<file path="src/rtl/rob_pkg.sv">
// Reorder buffer shared types and sizing.
// Entry layout used by the ROB storage array.
package rob_pkg;

    localparam int DEPTH  = 32;
    localparam int TAG_W  = 5;
    localparam int DATA_W = 32;
    localparam int REG_W  = 5;

    typedef struct packed {
        logic              busy;
        logic              done;
        logic              wr_reg;
        logic [REG_W-1:0]  rd;
        logic [DATA_W-1:0] data;
    } rob_entry_t;

endpackage

</file>
<file path="src/rtl/rob_ptr.sv">
// Wrap-bit head/tail pointer pair with registered occupancy.
// The extra MSB distinguishes full from empty at equal indices.
module rob_ptr
    import rob_pkg::*;
(
    input  logic             clock,
    input  logic             reset,
    input  logic             inc_head,
    input  logic             inc_tail,
    input  logic             clear,
    output logic [TAG_W-1:0] head_idx,
    output logic [TAG_W-1:0] tail_idx,
    output logic             full,
    output logic             empty,
    output logic [TAG_W:0]   count
);

    logic [TAG_W:0] head;
    logic [TAG_W:0] tail;

    assign head_idx = head[TAG_W-1:0];
    assign tail_idx = tail[TAG_W-1:0];
    assign empty    = (head == tail);
    assign full     = (head_idx == tail_idx) && (head[TAG_W] != tail[TAG_W]);

    always_ff @(posedge clock or negedge reset) begin
        if (!reset) begin
            head  <= '0;
            tail  <= '0;
            count <= '0;
        end else if (clear) begin
            head  <= '0;
            tail  <= '0;
            count <= '0;
        end else begin
            if (inc_head) head <= head + 1'b1;
            if (inc_tail) tail <= tail + 1'b1;
            unique case ({inc_tail, inc_head})
                2'b10:   count <= count + 1'b1;
                2'b01:   count <= count - 1'b1;
                default: count <= count;
            endcase
        end
    end

endmodule

</file>
<file path="src/rtl/rob.sv">
// Reorder buffer: in-order retire of out-of-order results,
// tag allocation for the RST and operand look-up with CDB forwarding.
module rob
    import rob_pkg::*;
(
    input  logic              clock,
    input  logic              reset,
    input  logic              disp_valid,
    input  logic [REG_W-1:0]  disp_rd_addr,
    input  logic              disp_wr_reg,
    output logic              disp_ready,
    output logic [TAG_W-1:0]  disp_tag,
    input  logic              cdb_valid,
    input  logic [TAG_W-1:0]  cdb_tag,
    input  logic [DATA_W-1:0] cdb_data,
    input  logic [TAG_W-1:0]  rs_tag,
    output logic              rs_ready,
    output logic [DATA_W-1:0] rs_data,
    input  logic [TAG_W-1:0]  rt_tag,
    output logic              rt_ready,
    output logic [DATA_W-1:0] rt_data,
    output logic              cmt_valid,
    output logic [TAG_W-1:0]  cmt_tag,
    output logic              cmt_wr_reg,
    output logic [REG_W-1:0]  cmt_rd_addr,
    output logic [DATA_W-1:0] cmt_data,
    input  logic              flush,
    output logic [TAG_W:0]    count
);

    rob_entry_t ent [DEPTH];

    logic [TAG_W-1:0] head_idx;
    logic [TAG_W-1:0] tail_idx;
    logic             full;
    logic             empty;
    logic             do_disp;
    logic             do_cmt;
    logic             do_cdb;

    assign disp_ready = !full;
    assign disp_tag   = tail_idx;
    assign do_disp    = disp_valid && !full && !flush;
    assign do_cmt     = !empty && ent[head_idx].done && !flush;
    assign do_cdb     = cdb_valid && ent[cdb_tag].busy && !flush;

    rob_ptr u_ptr (
        .clock    (clock),
        .reset    (reset),
        .inc_head (do_cmt),
        .inc_tail (do_disp),
        .clear    (flush),
        .head_idx (head_idx),
        .tail_idx (tail_idx),
        .full     (full),
        .empty    (empty),
        .count    (count)
    );

    // Later assignments win: a commit retires the head even if the CDB hits it.
    always_ff @(posedge clock or negedge reset) begin
        if (!reset) begin
            for (int i = 0; i < DEPTH; i++) ent[i] <= '0;
        end else if (flush) begin
            for (int i = 0; i < DEPTH; i++) begin
                ent[i].busy <= 1'b0;
                ent[i].done <= 1'b0;
            end
        end else begin
            if (do_cdb) begin
                ent[cdb_tag].data <= cdb_data;
                ent[cdb_tag].done <= 1'b1;
            end
            if (do_cmt) begin
                ent[head_idx].busy <= 1'b0;
                ent[head_idx].done <= 1'b0;
            end
            if (do_disp) begin
                ent[tail_idx].busy   <= 1'b1;
                ent[tail_idx].done   <= 1'b0;
                ent[tail_idx].wr_reg <= disp_wr_reg;
                ent[tail_idx].rd     <= disp_rd_addr;
            end
        end
    end

    always_ff @(posedge clock or negedge reset) begin
        if (!reset) begin
            cmt_valid   <= 1'b0;
            cmt_tag     <= '0;
            cmt_wr_reg  <= 1'b0;
            cmt_rd_addr <= '0;
            cmt_data    <= '0;
        end else if (do_cmt) begin
            cmt_valid   <= 1'b1;
            cmt_tag     <= head_idx;
            cmt_wr_reg  <= ent[head_idx].wr_reg;
            cmt_rd_addr <= ent[head_idx].rd;
            cmt_data    <= ent[head_idx].data;
        end else begin
            cmt_valid   <= 1'b0;
        end
    end

    always_comb begin
        rs_ready = ent[rs_tag].busy && ent[rs_tag].done;
        rs_data  = ent[rs_tag].data;
        if (cdb_valid && cdb_tag == rs_tag && ent[rs_tag].busy) begin
            rs_ready = 1'b1;
            rs_data  = cdb_data;
        end
    end

    always_comb begin
        rt_ready = ent[rt_tag].busy && ent[rt_tag].done;
        rt_data  = ent[rt_tag].data;
        if (cdb_valid && cdb_tag == rt_tag && ent[rt_tag].busy) begin
            rt_ready = 1'b1;
            rt_data  = cdb_data;
        end
    end

endmodule
</file>
<file path="config.mk">
export PLATFORM = sky130hd
export DESIGN_NAME = rob
export DESIGN_NICKNAME = d
export VERILOG_FILES = /design/src/rtl/rob_pkg.sv /design/src/rtl/rob_ptr.sv /design/src/rtl/rob.sv
export SDC_FILE = /design/constraint.sdc
export NUM_CORES = 2
export LEC_CHECK = 0
export BUFFER_PORTS_ARGS = -buffer_cell sky130_fd_sc_hd__buf_2
export CAP_MARGIN = 30
export CORE_MARGIN = 2
export CORE_UTILIZATION = 55
export DETAILED_ROUTE_END_ITERATION = 10
export PLACE_DENSITY = 0.71
export SETUP_SLACK_MARGIN = 0.1
export SKIP_LAST_GASP = 1
export SLEW_MARGIN = 20
export SYNTH_ARGS = -nofsm -noshare
export SYNTH_HDL_FRONTEND = slang
export SYNTH_SLANG_ARGS = --single-unit
</file>
<file path="constraint.sdc">
create_clock -name clock -period 12.95 [get_ports clock]
set_input_delay 3.885 -clock clock [delete_from_list [all_inputs] [get_ports clock]]
set_output_delay 3.885 -clock clock [all_outputs]
set_load 0.05 [all_outputs]
</file>
==> flow_metrics.py <==
metrics = {
    "clock_network": {
        "clk_pin_slew_ns": 0.05,
        "cts_tree": "yes",
        "clkLatencyLatePin_ns": 0.83,
        "cts_max_level": 4,
        "post_cts_buffers": 0,
        "cts_buffers": 148,
        "clock-root-buffer": "clkbuf_16",
        "cts_sinks": 1342,
        "holdBufCountCts": 0,
        "clockBufferDepth": 3,
        "cts_resized": 0,
    },
    "yosys": {
        "syn_area_per_cell_um2": 15.7,
        "synth.area.top_cells": "dfrtp_1 43%, mux4_2 29%, mux2_2 17%",
        "synth_seq_cells": 1342,
        "ys_types": 63,
        "yosysWarnings": 0,
        "yosys.area.top_type_share": 0.431,
        "async_flop_share": 1.00,
        "yosys.area.top_type": "dfrtp_1",
        "synth-edff-count": 0,
        "synth-main-ff-cell": "dfrtp_1",
        "synth_seq_area_share": 0.431,
        "synth_area_um2": 78000,
        "syn_inst": 4973,
        "syn-num-nets": 5042,
    },
    "timing": {
        "period_minus_slack_ns": 11.04,
        "finalSetupViolCount": 0,
        "hold_viol": 0,
        "fin_crit_sh": 0.853,
        "tightestPinTransition_ns": 1.10,
        "fmax_mhz": 90.6,
        "finalMaxSlewViolations": 0,
        "tns_ns": 0,
        "rsz0062_at_grt": "false",
        "slew-limit-headroom": 0.270,
        "fin_skew_ns": 0.0266,
    },
    "grt": {
        "grt_pass1_vias": 51048,
        "grt_pass1_wl_mm": 351,
        "grt_overflow": 0,
        "grt_use_total": 0.333,
        "antenna_found_initial": 5,
        "grt_max_degree": 173,
    },
    "place": {
        "routabilityCongestion": 0.859,
        "hpwl_mm": 131,
        "io_buffers": 179,
    },
    "run_status": {
        "status": "completed",
    },
    "critical_path": {
        "crit_fanout": 76,
        "r2r_cells": 10,
        "end_kind": "output port",
        "crit_arrival_ns": 7.16,
        "reg2reg_slack_ns": 7.71,
        "startpoint_type": "primary input",
        "reg2reg_to": "ent[1279]$_DFF_PN0_",
        "path_class": "in -> out",
        "crit_required_ns": 9.06,
        "reg2reg_from": "u_ptr.head[1]$_DFFE_PN0P_",
    },
    "finish": {
        "top_regs": "ent (1280), cmt_data (32)",
        "largest_register_ffs": 1280,
        "largest_register": "ent",
        "drive_gt1_frac": 0.558,
        "area_delta_synth_final_pct": 9.67,
        "fin_util": 0.606,
        "nets": 4927,
    },
    "drt": {
        "drtIter0Drc": 5557,
        "viasPerCell": 7.29,
        "vias": 50076,
        "wl_mm": 238,
        "m1WireLength_mm": 90.7,
        "maxUsedRoutingLayer": "met4",
        "wl_per_cell_um": 34.6,
        "drcViolationCount": 0,
        "ant_nets": 0,
        "routed-wl-met2_mm": 113,
        "dr.pass1.iters": 6,
        "wl_met3_mm": 23.6,
    },
    "power_and_ir_drop": {
        "powerDensity_nw_per_um2": 114,
        "p_leak_uw": 0.0385,
        "ir_drop_uv": 124,
    },
    "job": {
        "drv_cap": 0,
    },
    "floorplanning": {
        "row_count": 138,
        "die-area_um2": 145000,
        "core_area_um2": 141000,
        "start_util": 0.553,
        "pin_count": 180,
        "dieWidth_um": 381,
        "fp.dieH_um": 381,
    },
    "hold_path": {
        "holdPathStages": 1,
        "min_path_type": "reg -> reg",
        "min-delay-start": "ent[553]$_DFFE_PN0P_",
        "min_to": "ent[553]$_DFFE_PN0P_",
    },
}
## critical path, cell delays in order
cell and delay (ns):
buf_8 0.58, buf_12 0.57, mux4_2 0.58, mux4_2 0.51
mux2i_1 0.49, a21oi_1 0.16, buf_2 0.24
## cell usage after synthesis (15+ instances only)
cell type / instances
a21oi_1: 108
a221oi_1: 76
a22o_1: 76
a31oi_1: 46
buf_1: 60
buf_2: 148
buf_4: 31
buf_6: 15
clkbuf_1: 296
dfrtp_1: 1342
mux2_1: 39
mux2_2: 1187
mux2i_1: 76
mux4_2: 993
nand2_1: 81
nor2_1: 162
nor4b_1: 17
o21ai_0: 30
xnor2_1: 16
xor2_1: 15
## through the flow
| stage | total power, uW | instance area, um2 | hold WS, ns | cells | worst slack, ns |
|---|---|---|---|---|---|
| final | 9710 | 85500 | 0.497 | 6868 | 1.91 |
| after global placement | 5360 | 79900 | 0.482 | 6575 | 1.88 |
| after detailed placement | 5380 | 80200 | 0.488 | 6589 | 1.86 |
| after CTS | 9770 | 85300 | 0.501 | 6856 | 1.85 |
| after floorplan | 5030 | 78000 | 0.473 | 4973 | 2.51 |
| after global routing | 10000 | 85500 | 0.515 | 6865 | 1.61 |
## logic make-up after synthesis
family,synth area share
mux,0.474
flops,0.431
buf+inv,0.0324
simple gates,0.0258
compound gates,0.0321
xor+xnor,0.00348
fa+ha+maj,0.00176
## power breakdown
group          total, uW  internal [uW]  switching, uW
logic                916            258            658
registers           4380           4300           87.7
clock network       4410           2610           1810
total               9710           7160           2550
## final cells by class
type | count | area [um2]
Antenna cell | 3 | 7.51
Clock buffer | 204 | 4330
Clock inverter | 63 | 749
Fill cell | 10481 | 55500
Inverter | 8 | 30.0
Multi-Input combinational cell | 3072 | 42100
Sequential cell | 1342 | 33600
Tap cell | 1890 | 2360
Timing Repair Buffer | 286 | 2370
## cell usage in the layout, fill, tap and decap left out, types with 39 or more instances in the layout
cell type	Yosys	routed
nor2_1	162	160
mux2_2	1187	1187
mux2_1	39	39
mux2i_1	76	76
nand2_1	81	69
buf_4	31	71
buf_2	148	169
mux4_2	993	993
a21oi_1	108	108
a221oi_1	76	76
a31oi_1	46	46
clkbuf_16	0	152
a22o_1	76	76
dfrtp_1	1342	1340
## routing by layer
metal / vias up / track usage
li1: 19708 / -
met1: 27004 / 0.453
met3: 599 / 0.0797
met5: - / 0
met4: 0 / 0.139
met2: 2765 / 0.520
## worst max path at each step
stage | start | endpoint | cells after the start
floorplan | rs_tag[0] | rs_data[10] | 9
global placement | rt_tag[0] | rt_data[24] | 7
detailed placement | rt_tag[0] | rt_data[24] | 7
CTS | rt_tag[0] | rt_data[24] | 7
global route | rt_tag[0] | rt_data[24] | 7
finish | rt_tag[0] | rt_data[24] | 7
Note: power is estimated with default switching activity, not from simulation.
